## src/rtl/led_blink_decoder.sv

```systemverilog
// led_blink_decoder: measures half-periods of a looped-back blink waveform and classifies them
// into four rate codes with lock / loss-of-signal reporting. Optional filter: LED_BLINK_DECODER_GLITCH_FILTER_EN.
module led_blink_decoder #(
    parameter int CLK_HZ      = 25_000_000,
    parameter int F0_HZ       = 100,
    parameter int F1_HZ       = 50,
    parameter int F2_HZ       = 10,
    parameter int F3_HZ       = 1,
    parameter int LOCK_COUNT  = 4,
    parameter int FILT_CYCLES = 8,
    parameter int COUNT_W     = 26
) (
    input  logic               clk,
    input  logic               rst_n,
    input  logic               blink_in,
    output logic [1:0]         rate_code,
    output logic               rate_valid,
    output logic               no_signal,
    output logic               meas_strobe,
    output logic [COUNT_W-1:0] half_period
);

    typedef enum logic [1:0] {
        ST_IDLE   = 2'b00,
        ST_SYNC   = 2'b01,
        ST_MEAS   = 2'b10,
        ST_LOCKED = 2'b11
    } state_t;

    localparam logic [COUNT_W-1:0] H0      = COUNT_W'(CLK_HZ / (2 * F0_HZ));
    localparam logic [COUNT_W-1:0] H1      = COUNT_W'(CLK_HZ / (2 * F1_HZ));
    localparam logic [COUNT_W-1:0] H2      = COUNT_W'(CLK_HZ / (2 * F2_HZ));
    localparam logic [COUNT_W-1:0] H3      = COUNT_W'(CLK_HZ / (2 * F3_HZ));
    localparam logic [COUNT_W-1:0] TMO     = COUNT_W'(2 * (CLK_HZ / (2 * F3_HZ)));
    localparam logic [COUNT_W-1:0] CNT_MAX = {COUNT_W{1'b1}};
    localparam logic [COUNT_W-1:0] CNT_ONE = {{(COUNT_W-1){1'b0}}, 1'b1};
    localparam logic [3:0]         LOCK_N  = 4'(LOCK_COUNT);

    if (LOCK_COUNT < 1 || LOCK_COUNT > 15 || FILT_CYCLES < 1) begin : g_param_check
        $error("led_blink_decoder: LOCK_COUNT must be 1..15 and FILT_CYCLES at least 1");
    end

    // True when hp lies within nominal +/- one eighth, inclusive.
    function automatic logic in_window(input logic [COUNT_W-1:0] hp, input logic [COUNT_W-1:0] nom);
        in_window = (hp >= (nom - (nom >> 3'd3))) && (hp <= (nom + (nom >> 3'd3)));
    endfunction

    logic               sync1_r;
    logic               sync2_r;
    logic               filt_level_s;
    logic               prev_r;
    logic               edge_r;
    logic [COUNT_W-1:0] cnt_r;
    logic               tmo_s;
    logic               cls_hit_s;
    logic [1:0]         cls_code_s;
    state_t             state_r;
    state_t             state_s;
    logic [3:0]         match_cnt_r;
    logic [3:0]         match_cnt_s;
    logic [1:0]         match_cls_r;
    logic [1:0]         match_cls_s;
    logic               strobe_s;
    logic [COUNT_W-1:0] half_period_s;
    logic [1:0]         rate_code_s;
    logic               rate_valid_s;
    logic               no_signal_s;

    // Two-flop synchronizer for the asynchronous blink input.
    always_ff @(posedge clk or negedge rst_n) begin
        if (!rst_n) begin
            sync1_r <= 1'b0;
            sync2_r <= 1'b0;
        end else begin
            sync1_r <= blink_in;
            sync2_r <= sync1_r;
        end
    end

`ifdef LED_BLINK_DECODER_GLITCH_FILTER_EN
    localparam int FILT_W = $clog2(FILT_CYCLES + 1);
    localparam logic [FILT_W-1:0] FILT_LAST = FILT_W'(FILT_CYCLES - 1);

    logic              filt_r;
    logic [FILT_W-1:0] filt_cnt_r;

    // Glitch filter: adopt a new level only after it has been stable for FILT_CYCLES cycles.
    always_ff @(posedge clk or negedge rst_n) begin
        if (!rst_n) begin
            filt_r     <= 1'b0;
            filt_cnt_r <= {FILT_W{1'b0}};
        end else if (sync2_r == filt_r) begin
            filt_cnt_r <= {FILT_W{1'b0}};
        end else if (filt_cnt_r == FILT_LAST) begin
            filt_r     <= sync2_r;
            filt_cnt_r <= {FILT_W{1'b0}};
        end else begin
            filt_cnt_r <= filt_cnt_r + 1'b1;
        end
    end

    assign filt_level_s = filt_r;
`else
    assign filt_level_s = sync2_r;
`endif

    // Registered both-edge detector on the filtered level.
    always_ff @(posedge clk or negedge rst_n) begin
        if (!rst_n) begin
            prev_r <= 1'b0;
            edge_r <= 1'b0;
        end else begin
            prev_r <= filt_level_s;
            edge_r <= filt_level_s ^ prev_r;
        end
    end

    // Half-period counter: restarts at 1 on every edge so its value at the next edge is the interval.
    always_ff @(posedge clk or negedge rst_n) begin
        if (!rst_n) begin
            cnt_r <= {COUNT_W{1'b0}};
        end else if (edge_r) begin
            cnt_r <= CNT_ONE;
        end else if (cnt_r != CNT_MAX) begin
            cnt_r <= cnt_r + 1'b1;
        end else begin
            cnt_r <= cnt_r;
        end
    end

    assign tmo_s = (cnt_r >= TMO);

    // Map the interval just completed onto a rate class; windows are disjoint.
    always_comb begin
        cls_hit_s  = 1'b1;
        cls_code_s = 2'b00;
        if (in_window(cnt_r, H0)) begin
            cls_code_s = 2'b00;
        end else if (in_window(cnt_r, H1)) begin
            cls_code_s = 2'b01;
        end else if (in_window(cnt_r, H2)) begin
            cls_code_s = 2'b10;
        end else if (in_window(cnt_r, H3)) begin
            cls_code_s = 2'b11;
        end else begin
            cls_hit_s  = 1'b0;
            cls_code_s = 2'b00;
        end
    end

    // Next-state, match tracking and next output values.
    always_comb begin
        state_s       = state_r;
        match_cnt_s   = match_cnt_r;
        match_cls_s   = match_cls_r;
        strobe_s      = 1'b0;
        half_period_s = half_period;
        case (state_r)
            ST_IDLE: begin
                if (edge_r) begin
                    state_s     = ST_SYNC;
                    match_cnt_s = 4'd0;
                end else begin
                    state_s = ST_IDLE;
                end
            end
            ST_SYNC: begin
                if (edge_r) begin
                    state_s       = ST_MEAS;
                    strobe_s      = 1'b1;
                    half_period_s = cnt_r;
                end else if (tmo_s) begin
                    state_s     = ST_IDLE;
                    match_cnt_s = 4'd0;
                end else begin
                    state_s = ST_SYNC;
                end
            end
            ST_MEAS, ST_LOCKED: begin
                if (edge_r) begin
                    strobe_s      = 1'b1;
                    half_period_s = cnt_r;
                    if (!cls_hit_s) begin
                        match_cnt_s = 4'd0;
                    end else if ((match_cnt_r != 4'd0) && (cls_code_s == match_cls_r)) begin
                        if (match_cnt_r < LOCK_N) begin
                            match_cnt_s = match_cnt_r + 4'd1;
                        end else begin
                            match_cnt_s = match_cnt_r;
                        end
                    end else begin
                        match_cnt_s = 4'd1;
                        match_cls_s = cls_code_s;
                    end
                    if (match_cnt_s >= LOCK_N) begin
                        state_s = ST_LOCKED;
                    end else begin
                        state_s = ST_MEAS;
                    end
                end else if (tmo_s) begin
                    state_s     = ST_IDLE;
                    match_cnt_s = 4'd0;
                end else begin
                    state_s = state_r;
                end
            end
            default: begin
                state_s     = ST_IDLE;
                match_cnt_s = 4'd0;
            end
        endcase
        no_signal_s  = (state_s == ST_IDLE);
        rate_valid_s = (state_s == ST_LOCKED);
        if (rate_valid_s) begin
            rate_code_s = match_cls_s;
        end else begin
            rate_code_s = rate_code;
        end
    end

    // State, match tracking and registered outputs.
    always_ff @(posedge clk or negedge rst_n) begin
        if (!rst_n) begin
            state_r     <= ST_IDLE;
            match_cnt_r <= 4'd0;
            match_cls_r <= 2'b00;
            rate_code   <= 2'b00;
            rate_valid  <= 1'b0;
            no_signal   <= 1'b1;
            meas_strobe <= 1'b0;
            half_period <= {COUNT_W{1'b0}};
        end else begin
            state_r     <= state_s;
            match_cnt_r <= match_cnt_s;
            match_cls_r <= match_cls_s;
            rate_code   <= rate_code_s;
            rate_valid  <= rate_valid_s;
            no_signal   <= no_signal_s;
            meas_strobe <= strobe_s;
            half_period <= half_period_s;
        end
    end

endmodule

```

## config.mk

```make
export PLATFORM = sky130hd
export DESIGN_NAME = led_blink_decoder
export DESIGN_NICKNAME = d
export VERILOG_FILES = /design/src/rtl/led_blink_decoder.sv
export SDC_FILE = /design/constraint.sdc
export NUM_CORES = 1
export LEC_CHECK = 0
export CORE_MARGIN = 8
export CORE_UTILIZATION = 50
export DETAILED_ROUTE_END_ITERATION = 8
export HOLD_SLACK_MARGIN = 0.12
export PLACE_DENSITY = 0.83
export SYNTH_ARGS = -nofsm -noshare
export SYNTH_HDL_FRONTEND = slang
export SYNTH_SLANG_ARGS = --single-unit
```

## constraint.sdc

```tcl
create_clock -name clk -period 4.2 [get_ports clk]
set_clock_uncertainty 0.2 [all_clocks]
set_input_delay 0.84 -clock clk [delete_from_list [all_inputs] [get_ports clk]]
set_output_delay 0.84 -clock clk [all_outputs]
set_load 0.03 [all_outputs]
```

Yosys cells after proc, flatten, opt, wreduce, memory -nomap -nowiden
Index checks and enable logic that the tools add are counted.
- bits in registers: 69
- bits of input ports: 3
- memories kept: 0
- bits in latches: 0
- memory bits (read-only): 0
- memory bits (writable): 0
- output and inout bits: 31
- logic and storage cells: 81
- eq/ne operators: 8
- muxes and demuxes: 33
- $mul: 0
- div/mod/pow operators: 0
- shift-type cells: 0
- add/sub/neg operators: 2
- magnitude comparators: 11
- bitwise logic cells: 1
- reduce and logical (&&, ||, !) cells: 13
- operators with widths (operator ; count):
    $mux W26 ; 2
    $mux W4 ; 9
    $add A26 B1 Y26 const B ; 1
    $ge A26 B17 Y1 const B ; 1
    $ge A26 B18 Y1 const B ; 1
    $ge A26 B21 Y1 const B ; 1
    $ge A26 B24 Y1 const B ; 1
    $ge A26 B25 Y1 const B ; 1
    $le A26 B18 Y1 const B ; 1
    $le A26 B19 Y1 const B ; 1
    $le A26 B21 Y1 const B ; 1
    $le A26 B24 Y1 const B ; 1
    $ne A26 B26 Y1 const B ; 1
    $mux W2 ; 11
    $pmux W4 S3 ; 1
    $mux W1 ; 9
    $eq A2 B2 Y1 const B ; 3
    $pmux W2 S3 ; 1
    $logic_and A1 B1 Y1 ; 5
    $add A4 B1 Y4 const B ; 1
    $ge A4 B3 Y1 const B ; 1
    $logic_not A2 Y1 ; 2
    $lt A4 B3 Y1 const B ; 1
    $ne A2 B2 Y1 const B ; 2
    8 further kinds ; 9

Logic depth before layout (Yosys ltp)
- word-level depth: 17
- gate-level depth with buffers: 11
- depth with buffers taken out: 10

Worst setup path after synthesis
No wires, ideal clock.
- path kind: reg2reg
- start: register cnt_r[19]
- end: register rate_code[0]
- setup time: 0.126 ns
- buffers on the path: 1
- required time: 3.874 ns
- arrival: 2.711 ns
- slack: 1.163 ns
- period minus slack after synthesis: 3.037 ns
- cell stages (with the launch flop): 11
- path through: dfrtp_1 buf_2 nor2b_2 nand3_1 or3b_1 or4_4 a21oi_4 or2_4 o311ai_4 or4b_1 o311a_1
- word-level cells in the longest chain between the ends: 17
- elaborated cells between the ends (all ways): 39
- those cells by class: order compare (10); eq/ne (2); mux (22); reduce/logical (5)
- RTL lines (element ; line ; RTL):
    from (decl) ; 53 ; logic [COUNT_W-1:0] cnt_r;
    from (signal assigned) ; 121 ; cnt_r <= {COUNT_W{1'b0}};
    from (signal assigned) ; 125 ; cnt_r <= cnt_r + 1'b1;
    from (signal assigned) ; 127 ; cnt_r <= cnt_r;
    $ge A26 B24 Y1 / $le A26 B24 Y1 (equally long branches) ; 45 ; in_window = (hp >= (nom - (nom >> 3'd3))) && (hp <= (nom + (nom >> 3'd3)));
    $logic_and A1 B1 Y1 ; 45 ;
    $mux W2 ; 143 ; end else if (in_window(cnt_r, H3)) begin
    $mux W2 ; 141 ; end else if (in_window(cnt_r, H2)) begin
    $mux W2 ; 139 ; end else if (in_window(cnt_r, H1)) begin
    $mux W2 ; 137 ; if (in_window(cnt_r, H0)) begin
    $eq A2 B2 Y1 ; 185 ; end else if ((match_cnt_r != 4'd0) && (cls_code_s == match_cls_r)) begin
    $logic_and A1 B1 Y1 ; 185 ;
    $mux W4 ; 185 ;
    $mux W4 ; 183 ; if (!cls_hit_s) begin
    $mux W4 ; 180 ; if (edge_r) begin
    $mux W4 ; 158 ; case (state_r)
    $ge A4 B3 Y1 ; 195 ; if (match_cnt_s >= LOCK_N) begin
    $mux W1 ; 195 ;
    $mux W2 ; 180 ;
    $pmux W2 S3 ; 158 ;
    $eq A2 B2 Y1 ; 213 ; rate_valid_s = (state_s == ST_LOCKED);
    to (signal assigned) ; 236 ; rate_code <= rate_code_s;
    to (decl) ; 16 ; output logic [1:0] rate_code,
Parallel ways exist; a longest one is shown, timed or not. The select of a mux whose other input is x is not followed.
A chain may end at the register's enable or synchronous reset.

Final worst setup path
- start: register cnt_r[20]
- end: register rate_code[0]
Same word-level chain as after synthesis.

==> results.md <==
- Status: completed
- CP Max Fanout: 11
- Initial core utilization: 51.50%
- Cells resized by post-CTS repair: 0
- Slew at the pin closest to its max-slew limit: 0.7153 ns
- Initial DRC Count: 296
- Worst hold path class: reg -> reg
- Mapped Nets: 430
- Die area: approximately 11000 um^2
- GPL Wtd Cong: 0.9589
- Slew HR: around half
- Min cycle time layout: ~3.5 ns
- Combinational share of power: 12.2%
- Dpl hpwl: 7389 um
- Vias in the first global route: 3230
- Clock power frac: roughly two fifths
- Fmax: 0.2867 GHz
- Sequential area share after synthesis: 43.65%
- Clk_lat worst skew: between 0.3 and 0.4 ns
- Cell Pwr Density: about 330 nW/um^2
- Antenna Cells: 0
- Final WL: 10350 um
- WL per Instance: 18.89 um
- Ports: 34
- DRC errors left: 0
- Fillers: 650
- Hold Startpoint: sync1_r
- Hold_ws: roughly 0.15 ns
- Area of the core: between 7000 and 8000 um^2
- # hold bufs at CTS: 0
- ANT nets after route: 0
- Layout area overhead: 15.55%
- Final setup TNS: 0 ns
- # rows: 32
- FF-to-FF Start: cnt_r[20]
- Final period util: 83.04%
- RSZ-0062 raised after global routing: false
- Antenna violations before repair: 0
- Sw power: ~410 uW
- Max IR drop VDD: 0.0002908 V
- Post-Syn Instances: 421
- Max-Cap Viols: 0
- Total CTS buffers: 9
- CTS Buffer Depth: 2
- Main flop type after synthesis: dfrtp_1
- Largest area contributor in the netlist: dfrtp_1
- Number of flops mapped to enable cells by yosys: 0
- H-tree depth: 3
- Sw Share: 26.78%
- GR Overflow Total: 0
- Post-Syn Area: between 3000 and 4000 um^2
- Clock root cell: clkbuf_8
- Power Internal: 1112 uW
- Die width: 105.0 um
- WS Path Type: reg -> reg
- Unique masters post-synth: 67
- Arr. time, crit path: 3.53 ns
- Crit end category: flop
- Gr usage total: between 10% and 20%
- Setup bufs post-CTS: 0
- Die height: between 100 and 150 um
- Via/cell ratio: 6.040
- Final Max Slew Viols: 0
- Routed vias: approximately 3300
- TritonCTS sink count: 69
- FFs w/ async S/R, synth: 100.0%
- Drt first pass iters: 6
- Final Hold Vio Count: 0
- CTS tree: built
- Clock transition at path regs: 0.08 ns
- Port bufs: 33
- Synth top area share: between 40% and 50%
- Share of cells above drive strength 1: 13.23%
- Final nets: 450
- First-pass GRT wire length: 16960 um
- Yosys Warn Count: 0
- Final setup viols: 0
- Leak Pwr: 0.001886 uW
- Synthesized area per cell: roughly 9.4 um^2
- Seq pwr share: 46.5%
- Core Util, Final: 59.51%
- Yosys reg bits: 69
- Synth area leaders: dfrtp_1 43%, mux2_2 5.7%, nor2_1 3.9%
- Pin count of the biggest net entering global routing: 36
- Launch point of the worst path: cnt_r[20]
- CP Data Required Time: 4.24 ns
- Critical Path Start Type: flop
-- final timing paths --
| kind | end | slack, ns | depth (start not counted) |
|---|---|---|---|
| worst max-delay path | rate_code[0] | 0.71 | 9 |
| worst min-delay path | filt_level_s | 0.15 | 0 |
| worst max register to register | rate_code[0] | 0.71 | 9 |
| worst min register to register | filt_level_s | 0.15 | 0 |
| max in group asynchronous | cnt_r[1] | 2.79 | 2 |
| min in group asynchronous | rate_valid | 0.28 | 1 |
-- power groups by stage --
| stage | clock network [uW] | registers [uW] | logic [uW] |
|---|---|---|---|
| detailed placement | 0 | 718 | 184 |
| CTS | 642 | 705 | 185 |
| floorplan | 0 | 746 | 81.0 |
| finish | 628 | 706 | 185 |
| global placement | 0 | 716 | 183 |
| global route | 663 | 709 | 201 |
-- Yosys cell counts, types with 7 or more instances --
master	count
or3_1	8
nor2_1	41
nand3_1	17
buf_2	7
nor3_1	11
o21ai_1	8
xnor2_1	7
clkbuf_1	22
mux2_2	20
dfrtp_1	68
xor2_1	14
a21oi_1	17
and3_1	9
inv_1	9
nand2_1	35
o21ai_0	18
-- critical path, cell delays in order, from the launching register on --
cell      delay (ns)
dfrtp_1         0.55
nor2b_2         0.31
nand3_1         0.12
or3b_1          0.45
or4_4           0.51
a21oi_4         0.25
or2_4           0.19
o311ai_4        0.14
or4b_1          0.53
o311a_1         0.12
-- registers in the layout (all words and copies together) (netlist names) --
name and count:
sync1_r 1, no_signal 1, filt_level_s 1, edge_r 1, match_cls_r 2, state_r 2, meas_strobe 1, cnt_r 26
rate_code 2, rate_valid 1, match_cnt_r 4, prev_r 1, half_period 26
-- layer usage --
layer | share of wire [%] | global-route usage, % | vias to the layer above
met4 | 2.8 | 8.461 | 0
met2 | 48 | 30.00 | 108
met1 | 44 | 24.24 | 1616
met3 | 5.3 | 4.300 | 25
li1 | - | - | 1561
met5 | 0 | 0 | -
-- cells in the final DEF (no fill, tap or decap), drive strengths merged, types with 4 or more instances in the layout --
cell type       n
o21ai          26
nor4b           4
mux2           21
inv            12
xor2           14
nor2           41
or3             8
buf             9
clkdlybuf4s50  32
o21a            5
nand2          35
or4             5
dfrtp          68
nand4           5
xnor2           7
nor3           11
nor4            6
nand3b          4
or2             6
nor3b           4
a21oi          19
and3            9
o31ai           4
ha              6
nand3          17
and2            4
nand4b          5
clkbuf         10
-- layout make-up --
class,instances,area (um^2),share of cell area (%)
flip-flops and latches,69,1728,37.77
multi-input cells,310,2064,45.13
inverters,10,37.54,0.8206
clock inverters,6,93.84,2.051
repair buffers,41,385.4,8.425
clock buffers,10,137.6,3.009
well taps,102,127.6,2.790
-- cells by family (layout without fill, tap and decap cells) --
family	after synthesis	in the layout	share of synthesized area, %
simple gates	181	181	25.28
compound gates	81	81	14.35
flops	69	69	43.65
buf+inv	42	67	4.203
xor+xnor	21	21	4.646
mux	21	21	5.974
fa+ha+maj	6	6	1.896
-- metrics by stage --
stage,cell area [um^2],power (uW),std cells,setup WS [ns]
finish,4574,1519,548,0.7121
global route,4574,1573,548,0.5890
CTS,4574,1532,548,0.7147
detailed placement,4343,902.8,532,0.7355
global placement,4343,899.3,532,0.7326
floorplan,3959,827.2,421,1.163
Note: power is estimated with default switching activity, not from simulation.
